$ cat src/rtl/data_mem_responder.sv
// Word-organised data memory responder: valid/ready request, WAIT_CYCLES wait states, then a held response.
// Optional per-byte store enables are compiled in with DMEM_BYTE_LANE_EN.
module data_mem_responder #(
  parameter int unsigned DEPTH       = 64,
  parameter int unsigned WAIT_CYCLES = 2,
  parameter logic [31:0] ADDR_BASE   = 32'h0000_0000
) (
  input  logic        clk,
  input  logic        reset,
  input  logic        req_valid,
  output logic        req_ready,
  input  logic        req_write,
  input  logic [31:0] req_addr,
  input  logic [31:0] req_wdata,
  input  logic [3:0]  req_be,
  output logic        rsp_valid,
  input  logic        rsp_ready,
  output logic [31:0] rsp_rdata,
  output logic        rsp_err,
  output logic        busy
);

  localparam int unsigned AW = $clog2(DEPTH);

  typedef enum logic [1:0] {IDLE, WAIT, RESP} state_t;

  state_t      state, state_nxt;
  logic [3:0]  cnt, cnt_nxt;

  logic        lat_write;
  logic [31:0] lat_addr;
  logic [31:0] lat_wdata;
  logic [3:0]  lat_be;

  logic [31:0] mem [DEPTH];

  logic        acc_fire;
  logic        acc_write;
  logic [31:0] acc_addr;
  logic [31:0] acc_wdata;
  logic [3:0]  acc_be;
  logic [31:0] offset;
  logic        acc_err;
  logic [AW-1:0] acc_idx;
  logic [31:0] wr_word;
  logic        unused_ok;

`ifdef DMEM_BYTE_LANE_EN
  function automatic logic [31:0] lane_merge(input logic [31:0] old_word,
                                             input logic [31:0] new_word,
                                             input logic [3:0]  be);
    logic [31:0] r;
    r = old_word;
    for (int i = 0; i < 4; i++) begin
      if (be[i]) r[8*i +: 8] = new_word[8*i +: 8];
    end
    return r;
  endfunction
`endif

  // Next state; with zero wait states the access uses the live request inputs on the accept edge.
  always_comb begin
    state_nxt = state;
    cnt_nxt   = cnt;
    acc_fire  = 1'b0;
    acc_write = lat_write;
    acc_addr  = lat_addr;
    acc_wdata = lat_wdata;
    acc_be    = lat_be;
    case (state)
      IDLE: begin
        if (req_valid) begin
          acc_write = req_write;
          acc_addr  = req_addr;
          acc_wdata = req_wdata;
          acc_be    = req_be;
          if (WAIT_CYCLES == 0) begin
            acc_fire  = 1'b1;
            state_nxt = RESP;
          end else begin
            cnt_nxt   = 4'(WAIT_CYCLES - 1);
            state_nxt = WAIT;
          end
        end
      end
      WAIT: begin
        if (cnt == 4'd0) begin
          acc_fire  = 1'b1;
          state_nxt = RESP;
        end else begin
          cnt_nxt = cnt - 4'd1;
        end
      end
      RESP: begin
        if (rsp_ready) state_nxt = IDLE;
      end
      default: state_nxt = IDLE;
    endcase
  end

  assign offset  = acc_addr - ADDR_BASE;
  assign acc_err = (acc_addr[1:0] != 2'b00) || (acc_addr < ADDR_BASE) ||
                   (offset[31:2] >= 30'(DEPTH));
  assign acc_idx = offset[AW+1:2];

`ifdef DMEM_BYTE_LANE_EN
  assign wr_word = lane_merge(mem[acc_idx], acc_wdata, acc_be);
`else
  assign wr_word = acc_wdata;
`endif

  assign unused_ok = ^{offset[1:0], acc_be};

  always_ff @(posedge clk or negedge reset) begin
    if (!reset) begin
      state     <= IDLE;
      cnt       <= 4'd0;
      rsp_rdata <= 32'd0;
      rsp_err   <= 1'b0;
    end else begin
      state <= state_nxt;
      cnt   <= cnt_nxt;
      if (acc_fire) begin
        rsp_err   <= acc_err;
        rsp_rdata <= (acc_err || acc_write) ? 32'd0 : mem[acc_idx];
      end
    end
  end

  // Request capture for the wait-state path; data registers carry no reset.
  always_ff @(posedge clk) begin
    if (state == IDLE && req_valid) begin
      lat_write <= req_write;
      lat_addr  <= req_addr;
      lat_wdata <= req_wdata;
      lat_be    <= req_be;
    end
  end

  // Reset gates the write so a store cannot commit while reset is held.
  always_ff @(posedge clk) begin
    if (acc_fire && reset && acc_write && !acc_err) begin
      mem[acc_idx] <= wr_word;
    end
  end

  assign req_ready = (state == IDLE);
  assign rsp_valid = (state == RESP);
  assign busy      = (state != IDLE);

endmodule

$ cat config.mk
export PLATFORM = sky130hd
export DESIGN_NAME = data_mem_responder
export DESIGN_NICKNAME = d
export VERILOG_FILES = /design/src/rtl/data_mem_responder.sv
export SDC_FILE = /design/constraint.sdc
export NUM_CORES = 2
export LEC_CHECK = 0
export CAP_MARGIN = 20
export CORE_MARGIN = 3
export CORE_UTILIZATION = 46
export DETAILED_ROUTE_END_ITERATION = 10
export HOLD_SLACK_MARGIN = 0.1
export PLACE_DENSITY_LB_ADDON = 0.2
export SYNTH_ARGS = -nofsm -noshare
export SYNTH_HDL_FRONTEND = slang
export SYNTH_SLANG_ARGS = --single-unit
$ cat constraint.sdc
create_clock -name clk -period 5.2 [get_ports clk]
set_input_delay 0.78 -clock clk [delete_from_list [all_inputs] [get_ports clk]]
set_output_delay 0.78 -clock clk [all_outputs]
set_load 0.01 [all_outputs]
# After elaboration in Yosys (flattened, before gate mapping)

Memory sizes are Yosys's and may differ from the RTL's.
Index checks and enable logic that the tools add are counted.

$add $sub $neg: 1
Magnitude comparators: 2
Equal/unequal tests: 6
Muxes and demuxes: 18
Reductions and logical operators: 15

Operators by type and width:

| kind                | count |
|---|---|
| $mux 32             | 5 |
| $lt 32x1->1 const B | 1 |
| $ge 30x7->1 const B | 1 |
| $mux 4              | 2 |
| $pmux 4 s2          | 1 |
| $mux 1              | 6 |
| $mux 2              | 3 |
| $ne 2x2->1 const B  | 3 |
| $pmux 2 s3          | 1 |
| $reduce_and 3->1    | 2 |
| $reduce_bool 2->1   | 3 |
| $logic_and 1x1->1   | 4 |
| $logic_not 4->1     | 1 |
| $sub 4x1->4 const B | 1 |
| $logic_or 1x1->1    | 3 |
| $eq 2x1->1 const B  | 1 |
| $eq 2x2->1 const B  | 1 |
| $logic_not 2->1     | 1 |
| $ne 2x1->1 const B  | 1 |
| $logic_not 1->1     | 1 |

Bits in registers: 104
Bits in writable memories: 2048
Input bits: 73
Output and inout port bits: 36
Word-level logic and storage cells: 50
Memories kept: 1

Memory list:

| name | depth | bits a word | rd ports | clocked after Yosys merged registers in | write ports | RTL line | text |
|---|---|---|---|---|---|---|---|
| mem  | 64    | 32          | 1        | 0                                       | 1           | 35       | `logic [31:0] mem [DEPTH];` |

# Longest topological paths before layout

Word-level depth: 9
Depth in mapped cells: 12
Mapped depth without buffers: 8

# Worst setup path before layout

Ideal clock, no wire load.

Path kind: input port to flip-flop
From: input req_valid
To: memory mem[0][21], data pin
Library setup time: 0.356 ns
Data arrival time: 4.687 ns
Data required time: 4.844 ns
Setup slack: 0.157 ns
Stages: 7
Buffers on the path: 3
Cell sequence: or3b_1 > buf_6 > inv_2 > buf_1 > buf_1 > nand2_1 > nand2_1

Longest elaborated chain between the ends: 2

RTL lines:

| element           | RTL line | text |
|---|---|---|
| start, declared   | 10       | `input logic req_valid,` |
| $mux 32           | 72       | `if (req_valid) begin` |
| $mux 32           | 70       | `case (state)` |
| net acc_wdata[21] | 40       | `logic [31:0] acc_wdata;` |
| end, declared     | 35       |  |

The timed path passes the listed nets, and every way through them passes these cells.

# Final worst setup path

From: register state[1]
To: memory mem[16][6], enable pin

Longest elaborated chain between the ends: 9
Elaborated cells on any way between the ends: 16
Those cells by class: order compare: 2; eq/ne: 1; mux: 5; reduce/logical: 8

RTL lines:

| element                                                 | RTL line | text |
|---|---|---|
| start, declared                                         | 27       | `state_t state, state_nxt;` |
| start signal, assigned                                  | 121      | `state <= state_nxt;` |
| $logic_not 2->1                                         | 70       |  |
| $mux 32                                                 | 70       |  |
| $lt 32x1->1 / $reduce_bool 2->1 (equally long branches) | 102      | `assign acc_err = (acc_addr[1:0] != 2'b00) \|\| (acc_addr < ADDR_BASE) \|\|` |
| $logic_or 1x1->1 (2 in series)                          | 102      |  |
| $logic_not 1->1                                         | 142      | `if (acc_fire && reset && acc_write && !acc_err) begin` |
| $logic_and 1x1->1                                       | 142      |  |
| $mux 1                                                  | 142      |  |
| $mux 1 (implied by the code)                            | 143      | `mem[acc_idx] <= wr_word;` |

Parallel ways exist; a longest one is shown, timed or not.

==> impl_metrics.json <==
{
  "ir_worst_vdd_mv": 0.3493,
  "ys.flop_type": "edfxtp_1",
  "drt-pass1-iter-count": 6,
  "gp_congestion": 0.8655,
  "finalMaxSlewViolations": 0,
  "slew_headroom": 0.2214,
  "max_freq_ghz": 0.2426,
  "place_hpwl_um": 154200,
  "finalHoldViolCount": 0,
  "vias": 47930,
  "grtUsageTotal": 0.2966,
  "p_int_mw": 31.52,
  "critPathMaxFanout": 34,
  "place_ws_ps": 300.7,
  "syn_to_final_growth_pct": 17.69,
  "p_leak_nw": 29.29,
  "clk_pin_slew_ps": 60,
  "synth_seq_cells": 2152,
  "clock_latency_ps": 840,
  "layout_commonest_cell": "edfxtp_1",
  "tightestPinTransition_ps": 1168,
  "drive_gt1_frac": 0.1694,
  "ant_nets": 0,
  "chipWidth_um": 418.8,
  "rsz0062_at_grt": "no",
  "pwr-share-clk": 0.333,
  "crit_type": "register to register",
  "hp-class": "input port to async pin",
  "cap_violations": 0,
  "timing.final.crit_period_ps": 4122,
  "run_status": "completed",
  "ys_types": 62,
  "cts-buffers-inserted": 204,
  "avgSynthCellArea_um2": 17.95,
  "arrival_ps": 4580,
  "p_sw_mw": 12.64,
  "final.setup.tns_ps": 0,
  "yosysWarningCount": 0,
  "grt_pass1_wl_um": 363000,
  "grt_pass1_vias": 45920,
  "synth_area_leaders": "edfxtp_1, o22ai_1, o221ai_1",
  "seq_power_share": 0.479,
  "power_density_nw_per_um2": 478.7,
  "dpl-instance-area_um2": 85660,
  "fin_area_um2": 92250,
  "die_area_um2": 175400,
  "htreeDepth": 4,
  "start_kind": "register",
  "start_util": 0.4661,
  "rows": 150,
  "numPortBuffers": 104,
  "crit_required_ps": 5660,
  "drt_iter0_markers": 7406,
  "synth_top_area_frac": 0.8095,
  "overflow": 0,
  "grt_max_degree": 69,
  "antenna_found_initial": 5,
  "netlist_area_um2": 78380,
  "synth_cells": 4367,
  "routed_via_density": 6.685,
  "root_buffer": "clkbuf_16",
  "cts_buffer_depth": 3,
  "post_drt_wl_per_cell_um": 36.64,
  "async_flop_share": 0.01812,
  "wirelength_um": 262600,
  "die_h_um": 418.8,
  "swShare": 0.2863,
  "core_um2": 168200,
  "cts_setup_buffers": 0,
  "setup_ws_ps": 1078,
  "synth.yosys.seq_area_share": 0.8220,
  "final_cell_mix": "edfxtp_1, o22ai_1, buf_4",
  "cts_tree": "built",
  "pin_count": 109,
  "synth_edf_count": 2113,
  "drc": 0,
  "finalNetCount": 4867,
  "fin_skew_ps": 42.99,
  "cp-end-kind": "register",
  "yosysTopAreaCell": "edfxtp_1",
  "syn_nets": 4442,
  "fin_hold_ws_ps": 499.6,
  "fin_crit_sh": 0.7927,
  "setup_viol": 0,
  "combPwrFrac": 0.188,
  "cts.sinks": 2152
}
[state kept, by name, summed over array words and instances (netlist names)]
name	cells
cnt	4
lat_addr	32
lat_wdata	32
lat_write	1
mem	2048
rsp_err	1
rsp_rdata	32
state	2
[logic make-up (layout without fill, tap and decap cells)]
kind of cell | count (synthesis) | count (layout) | share of synthesized area
compound gates | 1260 | 1260 | 0.1165
flops | 2152 | 2152 | 0.8220
other cells | 0 | 1 | 0
xor+xnor | 2 | 2 | 0.0002235
fa+ha+maj | 2 | 2 | 0.0003192
mux | 60 | 60 | 0.008253
buf+inv | 298 | 895 | 0.01670
simple gates | 593 | 593 | 0.03598
[worst paths after layout]
kind | cells past startpoint | from | slack (ps) | end
max | 10 | state[1] | 1080 | mem[16][6]
min | 2 | reset | 500 | rsp_rdata[10]
max reg2reg | 10 | state[1] | 1080 | mem[16][6]
min reg2reg | 1 | rsp_rdata[30] | 550 | rsp_rdata[30]
max in group asynchronous | 3 | reset | 3680 | rsp_rdata[27]
min in group clk | 1 | req_wdata[23] | 520 | lat_wdata[23]
[metrics by stage]
stage / power, mW / utilization / std cells
final: 44.16 / 0.5486 / 7169
after global routing: 45.32 / 0.5485 / 7168
after CTS: 44.14 / 0.5485 / 7167
after floorplan: 25.37 / - / 4367
after detailed placement: 29.67 / 0.5094 / 6788
after global placement: 29.53 / 0.5092 / 6786
[critical path, cell delays in order (launching register included)]
cell	delay, ps
dfrtp_1	490
or3b_4	220
buf_12	260
nand4_1	160
o22ai_1	250
nand3_1	220
or3b_1	660
nand2b_1	610
buf_4	330
nor2_4	100
buf_4	400
[cell usage after synthesis, types with 19 or more instances]
library cell  instances
o41ai_1              19
nand2_1             231
nand3_1              27
o221ai_1            204
or3_1                22
dfrtp_1              39
mux2i_1              44
o22a_1              173
a21oi_1              31
nor2_1               97
o22ai_1             594
nand4b_1             22
buf_2               104
edfxtp_1           2113
nor3_1              106
o31ai_1             114
o2111ai_1            28
clkbuf_1            124
o21ai_0              21
buf_1                49
a31oi_1              22
[layer usage]
layer  global-route usage  share of wire  vias up
li1                     -              -    19240
met2               0.4565           0.46     3292
met3              0.06855           0.12      521
met1               0.4193           0.39    24870
met5                    0        0.00010        -
met4               0.1000          0.036        4
[power groups by stage]
stage	registers (mW)	clock network, mW	logic (mW)
detailed placement	21.5	0	8.16
finish	21.1	14.7	8.31
global placement	21.5	0	8.02
floorplan	21.5	0	3.87
CTS	21.1	14.8	8.18
global route	21.1	15.5	8.65
[repair_timing]
action / CTS / global route
hold buffers: 1 / 0
endpoints found under the hold margin: 15 / 0
gates resized for setup: 0 / 0
endpoints found under the setup margin: 0 / 0
[layout make-up]
class	count	area [um^2]
Antenna cell	1	2.502
Clock buffer	260	5500
Clock inverter	118	1071
Fill cell	13000	75910
Inverter	9	36.28
Multi-Input combinational cell	1917	13380
Sequential cell	2152	64430
Tap cell	2204	2758
Timing Repair Buffer	508	5075
Note: power is estimated with default switching activity, not from simulation.
